$ cat src/rtl/ram_port_arbiter.sv
// rtl/ram_port_arbiter.sv - two-port sequencer/arbiter for a shared single-port nibble RAM
//
// Purpose:
//   Shares one 4-bit x 256 single-port RAM and its tristate data bus between
//   port A (CPU datapath) and port B (loader/debug). Each access runs
//   IDLE -> ACCESS -> [CAPTURE] -> DONE and ends with a one-cycle ack pulse.
//
// Configuration:
//   ARB_ROUND_ROBIN_EN - defined: on contention the port that was not granted
//                        last wins. Undefined: port A always wins contention.
//
// Ports:
//   clk, rst_n                 clock, asynchronous active-low reset
//   a_req/a_we/a_addr/a_wdata  port A request (held until a_ack)
//   a_ack, a_rdata             port A one-cycle ack, read data
//   b_*                        same set for port B
//   ram_addr, ram_we           registered RAM address and write enable
//   ram_wdata, ram_wdata_oe    write data and bus driver enable
//   ram_rdata                  shared data bus as seen by this block
//   busy                       high whenever the FSM is not IDLE

module ram_port_arbiter #(
  parameter int AW = 8,
  parameter int DW = 4
) (
  input  logic          clk,
  input  logic          rst_n,
  input  logic          a_req,
  input  logic          a_we,
  input  logic [AW-1:0] a_addr,
  input  logic [DW-1:0] a_wdata,
  output logic          a_ack,
  output logic [DW-1:0] a_rdata,
  input  logic          b_req,
  input  logic          b_we,
  input  logic [AW-1:0] b_addr,
  input  logic [DW-1:0] b_wdata,
  output logic          b_ack,
  output logic [DW-1:0] b_rdata,
  output logic [AW-1:0] ram_addr,
  output logic          ram_we,
  output logic [DW-1:0] ram_wdata,
  output logic          ram_wdata_oe,
  input  logic [DW-1:0] ram_rdata,
  output logic          busy
);

  typedef enum logic [1:0] {
    IDLE    = 2'd0,
    ACCESS  = 2'd1,
    CAPTURE = 2'd2,
    DONE    = 2'd3
  } state_t;

  localparam logic GNT_A = 1'b0;
  localparam logic GNT_B = 1'b1;

  state_t        r_state;
  logic          r_grant;
  logic          r_last_grant;
  logic [AW-1:0] r_ram_addr;
  logic          r_ram_we;
  logic [DW-1:0] r_ram_wdata;
  logic          r_ram_wdata_oe;
  logic          r_a_ack;
  logic          r_b_ack;
  logic [DW-1:0] r_a_rdata;
  logic [DW-1:0] r_b_rdata;
  logic [DW-1:0] r_capture;
  logic          w_win_b;

  // Winner selection; only consumed in IDLE.
  always_comb begin
    w_win_b = 1'b0;
    if (a_req && b_req) begin
`ifdef ARB_ROUND_ROBIN_EN
      w_win_b = (r_last_grant == GNT_A);
`else
      // Fixed priority: A wins; the grant history is tracked but ignored.
      w_win_b = 1'b0 & r_last_grant;
`endif
    end else begin
      w_win_b = b_req;
    end
  end

  always_ff @(posedge clk or negedge rst_n) begin
    if (!rst_n) begin
      r_state        <= IDLE;
      r_grant        <= GNT_A;
      r_last_grant   <= GNT_B;   // so A wins the first contention
      r_ram_addr     <= '0;
      r_ram_we       <= 1'b0;
      r_ram_wdata    <= '0;
      r_ram_wdata_oe <= 1'b0;
      r_a_ack        <= 1'b0;
      r_b_ack        <= 1'b0;
      r_a_rdata      <= '0;
      r_b_rdata      <= '0;
    end else begin
      case (r_state)
        IDLE: begin
          if (a_req || b_req) begin
            r_state        <= ACCESS;
            r_grant        <= w_win_b;
            r_last_grant   <= w_win_b;
            r_ram_addr     <= w_win_b ? b_addr  : a_addr;
            r_ram_wdata    <= w_win_b ? b_wdata : a_wdata;
            r_ram_we       <= w_win_b ? b_we    : a_we;
            r_ram_wdata_oe <= w_win_b ? b_we    : a_we;
          end
        end
        ACCESS: begin
          if (r_ram_we) begin
            // RAM wrote at the mid-cycle negedge; release we and the bus
            // driver on the same edge so the driver never outlives we.
            r_ram_we       <= 1'b0;
            r_ram_wdata_oe <= 1'b0;
            r_a_ack        <= (r_grant == GNT_A);
            r_b_ack        <= (r_grant == GNT_B);
            r_state        <= DONE;
          end else begin
            r_state <= CAPTURE;
          end
        end
        CAPTURE: begin
          // r_capture was loaded at the negedge inside this cycle.
          r_a_ack <= (r_grant == GNT_A);
          r_b_ack <= (r_grant == GNT_B);
          if (r_grant == GNT_A) r_a_rdata <= r_capture;
          else                  r_b_rdata <= r_capture;
          r_state <= DONE;
        end
        DONE: begin
          r_a_ack <= 1'b0;
          r_b_ack <= 1'b0;
          r_state <= IDLE;
        end
        default: r_state <= IDLE;
      endcase
    end
  end

  // The RAM only drives the bus while clk is high, so read data is taken
  // on the falling edge of the CAPTURE cycle.
  always_ff @(negedge clk or negedge rst_n) begin
    if (!rst_n) begin
      r_capture <= '0;
    end else if (r_state == CAPTURE) begin
      r_capture <= ram_rdata;
    end
  end

  assign a_ack        = r_a_ack;
  assign b_ack        = r_b_ack;
  assign a_rdata      = r_a_rdata;
  assign b_rdata      = r_b_rdata;
  assign ram_addr     = r_ram_addr;
  assign ram_we       = r_ram_we;
  assign ram_wdata    = r_ram_wdata;
  assign ram_wdata_oe = r_ram_wdata_oe;
  assign busy         = (r_state != IDLE);

endmodule
$ cat config.mk
export PLATFORM = sky130hd
export DESIGN_NAME = ram_port_arbiter
export DESIGN_NICKNAME = d
export VERILOG_FILES = /design/src/rtl/ram_port_arbiter.sv
export SDC_FILE = /design/constraint.sdc
export NUM_CORES = 1
export LEC_CHECK = 0
export BUFFER_PORTS_ARGS = -buffer_cell sky130_fd_sc_hd__buf_2
export CAP_MARGIN = 15
export CORE_ASPECT_RATIO = 0.8
export CORE_UTILIZATION = 49
export CTS_BUF_LIST = sky130_fd_sc_hd__clkbuf_8
export DETAILED_ROUTE_END_ITERATION = 8
export GPL_ROUTABILITY_DRIVEN = 0
export HOLD_SLACK_MARGIN = 0.02
export PLACE_DENSITY = 0.87
export SYNTH_ARGS = -nofsm -noshare
export SYNTH_HDL_FRONTEND = slang
export SYNTH_SLANG_ARGS = --single-unit
$ cat constraint.sdc
create_clock -name clk -period 2.15 [get_ports clk]
set_clock_uncertainty 0.05 [all_clocks]
set_input_delay 0.43 -clock clk [delete_from_list [all_inputs] [get_ports clk]]
set_output_delay 0.43 -clock clk [all_outputs]
set_load 0.01 [all_outputs]
== Word level (Yosys, flattened, before mapping) ==
Index checks and enable logic that the tools add are counted.

* Register bits after elaboration: 31
* Bits of input ports: 34
* Output and inout port bits: 25
* Word-level logic and storage cells: 44

* Equal/unequal tests: 5
* Muxes and demuxes: 15
* Bitwise gates (word level): 1
* Reduce and logical (&&, ||, !) cells: 12

{| class="wikitable"
|+ Operators with widths
! cell !! number
|-
| 2-bit AND reduction || 5
|-
| 8-bit 2-to-1 mux || 1
|-
| 2-bit case mux with 4 select lines || 1
|-
| 1-bit 2-to-1 mux || 7
|-
| 1-bit case mux with 3 select lines || 2
|-
| 2-bit == test, second input constant || 2
|-
| 4-bit 2-to-1 mux || 1
|-
| 2-bit inequality test, second input constant || 2
|-
| 1-bit case mux with 2 select lines || 2
|-
| 2-bit nonzero test || 2
|-
| 3-bit AND reduction || 1
|-
| 3-bit nonzero test || 1
|-
| 2-bit by 1-bit == test with 1-bit output, second input constant || 1
|-
| 2-bit logical NOT || 1
|-
| 2-bit 2-to-1 mux || 1
|-
| 1-bit logical AND || 1
|-
| 1-bit logical OR || 1
|-
| 1-bit NOT || 1
|}

== Logic depth before layout (Yosys ltp) ==
* Depth after elaboration: 5
* Depth in mapped cells: 7
* Gate-level depth less buffers: 5

==> flow_metrics.py <==
metrics = {
    "cts": {
        "ctsLongestPathBuffers": 2,
        "clkSinkCount": 31,
        "clk_pin_slew_worst_paths_ps": 60,
        "h-tree-depth": 2,
        "cts_buffers": 5,
        "insertion_delay_ps": 280,
        "cts_tree": "done",
        "ctsRootBufferMaster": "clkbuf_8",
    },
    "power": {
        "power_switching_uw": 986,
        "p_total_mw": 2.76,
        "switching_share_pct": 35.7,
        "p_leak_nw": 0.960,
        "seqPwrFrac_pct": 38.4,
        "power_frac_clock_pct": 17.5,
        "cellPowerDensity_nw_per_um2": 1440,
        "pwr-share-comb_pct": 44.2,
        "peakVddDrop_v": 0.000748,
        "p_int_mw": 1.78,
    },
    "sta": {
        "max_slew_margin_pct": 46.5,
        "rsz0062_at_grt": "true",
        "slew_viol_final": 0,
        "tns_ps": -263,
        "holdWs_ps": 379,
        "hold_viol_final": 0,
        "setup_viol": 4,
        "tightest_slew_ps": 797,
        "fin_ws_ps": -70.8,
    },
    "global_routing": {
        "grt.total_usage_pct": 21.8,
        "grt-ovfl-total": 0,
        "grt_first_pass_wirelength_mm": 5.14,
        "antenna_found_initial": 0,
        "grt_max_degree": 22,
        "grt_pass1_vias": 1193,
    },
    "synth": {
        "ys_seq_elements": 31,
        "synthesis.area_sq_um": 1440,
        "ys_types": 25,
        "synth_edf_count": 0,
        "ys_warn_count": 0,
        "synth-main-ff-cell": "dfrtp_1",
        "synth.largest_area_cell": "dfrtp_1",
        "syn_inst": 118,
        "yosysTopAreaCellShare_pct": 46.9,
        "syn_avg_cell_area_sq_um": 12.2,
        "synth-async-reset-ratio_pct": 100,
        "ys_top_cells_by_area": "dfrtp_1 47%, mux2_1 11%, a22oi_2 8.7%",
        "syn_nets": 156,
        "seq_area_frac_synth_pct": 53.8,
    },
    "min_path": {
        "min_path_cells": 3,
        "min_delay_worst_endpoint": "ram_wdata[2]$_DFFE_PN0P_",
        "worstHoldPathType": "primary input to register",
        "worstHoldStart": "b_wdata[2]",
    },
    "cells_and_area": {
        "mostFrequentLayoutCell": "buf_2",
        "drive_above_1_share_pct": 49.7,
        "nNetsFinal": 222,
        "antenna_cells": 0,
        "syn_to_final_growth_pct": 33.2,
        "final_cell_mix": "58 x buf_2, 27 x dfrtp_1, 16 x nand2_1",
    },
    "status": {
        "status": "complete, but fails checks",
        "violations": "setup timing",
    },
    "drt": {
        "vias": 1136,
        "drtIter0Drc": 16,
        "first_pass_iters": 4,
        "ant_nets": 0,
        "route.detailed.drc": 0,
        "via_per_inst": 5.09,
        "drt-wirelength-per-cell_um": 13.6,
        "routed_wl_mm": 3.04,
    },
    "worst_setup_path": {
        "worstPathRequired_ps": 1150,
        "crit_slowest_cell": "dfrtp_1",
        "worstReg2RegStart": "r_state[0]$_DFFE_PN0P_",
        "crit_chain": "inv_2 -> ha_4 -> mux2_4",
        "ff2ff_setup_slack_ps": -70,
        "r2r_cells": 3,
        "cp-start-kind": "register",
        "critPathKind": "register to register",
        "r2r_end": "r_capture[3]$_DFFE_NN0N_",
        "critPathMaxStageDelay_ps": 390,
        "end_kind": "register",
        "crit_arrival_ps": 1220,
        "worstPathMaxFanout": 5,
    },
    "floorplanning": {
        "placementRows": 17,
        "die_w_um": 62.6,
        "initial_core_util_pct": 51.7,
        "core_sq_um": 2790,
        "fp.dieH_um": 50.5,
        "ios": 59,
        "die-area_sq_um": 3160,
    },
    "placed_design": {
        "portBuffers": 58,
        "dp_hpwl_mm": 2.28,
    },
    "job": {
        "cap_violations": 0,
    },
}
==> cell usage after synthesis, types with 2 or more instances <==
master / count
a21oi_1: 4
a22oi_1: 2
a22oi_2: 10
buf_2: 3
buf_6: 2
dfrtn_1: 4
dfrtp_1: 27
ha_1: 4
inv_1: 3
mux2_1: 14
nand2_1: 16
nor2_1: 2
o21ai_1: 15
==> through the flow <==
| stage | cells | worst slack, ps | util, % | area, sq um |
|---|---|---|---|---|
| after global routing | 223 | -106 | 68.9 | 1920 |
| after global placement | 212 | -59.1 | 64.4 | 1800 |
| after detailed placement | 212 | -89.8 | 64.4 | 1800 |
| final | 223 | -70.8 | 68.9 | 1920 |
| after CTS | 223 | -63.1 | 68.9 | 1920 |
| after floorplan | 118 | -126 | - | 1480 |
==> worst max path at each step <==
stage / start / endpoint / slack (ps) / cells past startpoint
6_report: r_state[0]$_DFFE_PN0P_ / r_capture[3]$_DFFE_NN0N_ / -70 / 3
5_1_grt: r_state[0]$_DFFE_PN0P_ / r_capture[3]$_DFFE_NN0N_ / -110 / 3
4_1_cts: r_state[0]$_DFFE_PN0P_ / r_capture[3]$_DFFE_NN0N_ / -60 / 3
3_5_place_dp: r_state[0]$_DFFE_PN0P_ / r_capture[3]$_DFFE_NN0N_ / -90 / 3
3_3_place_gp: r_state[0]$_DFFE_PN0P_ / r_capture[3]$_DFFE_NN0N_ / -60 / 3
2_1_floorplan: r_state[0]$_DFFE_PN0P_ / r_capture[0]$_DFFE_NN0N_ / -130 / 4
==> final cells by class <==
cell class / instances / area, sq um
clock inverter: 1 / 3.75
timing repair buffer: 66 / 353
inverter: 4 / 15.0
clock buffer: 7 / 96.3
tap: 38 / 47.5
multi-input combinational: 76 / 629
sequential: 31 / 776
fill: 231 / 866
==> sequential cells by signal, indices dropped and copies added (netlist names) <==
name,count
ram_wdata,4
ram_addr,8
r_state,2
b_rdata,4
a_rdata,4
ram_we,1
ram_wdata_oe,1
r_capture,4
r_grant,1
a_ack,1
b_ack,1
==> metal layers <==
metal	vias to the layer above	track usage, %	wire length, um
li1	544	-	-
met1	539	24.4	1270
met2	48	38.9	1520
met3	5	6.36	209
met4	0	9.30	31
met5	-	0	0
==> critical path: cells and delay by family, from the launching register on <==
family / cells / cell delay (ps)
fa+ha+maj: 1 / 180
buf+inv: 1 / 80
flops: 1 / 390
mux: 1 / 310
==> cells by family (layout without fill, tap and decap cells) <==
group / Yosys count / after routing / share of synthesized area [%]
adders and majority gates: 4 / 4 / 3.47
DFF: 31 / 31 / 53.8
and+or+nand+nor: 23 / 23 / 8.42
buffers and inverters: 11 / 78 / 4.43
AOI/OAI and AO/OA: 33 / 33 / 17.4
muxes: 16 / 16 / 12.4
==> repair_timing <==
action | CTS | global route
gates resized for setup | 0 | 0
hold endpoints to repair | 6 | 0
endpoints found under the setup margin | 4 | 4
hold buffers | 1 | 0
setup buffers | 2 | 0
==> power by group through the flow <==
stage	clock [mW]	combinational (mW)	sequential, mW
after global placement	0	1.15	1.04
after detailed placement	0	1.21	1.06
final	0.483	1.22	1.06
after CTS	0.497	1.24	1.06
after floorplan	0	0.658	1.15
after global routing	0.527	1.34	1.10
Note: power is estimated with default switching activity, not from simulation.
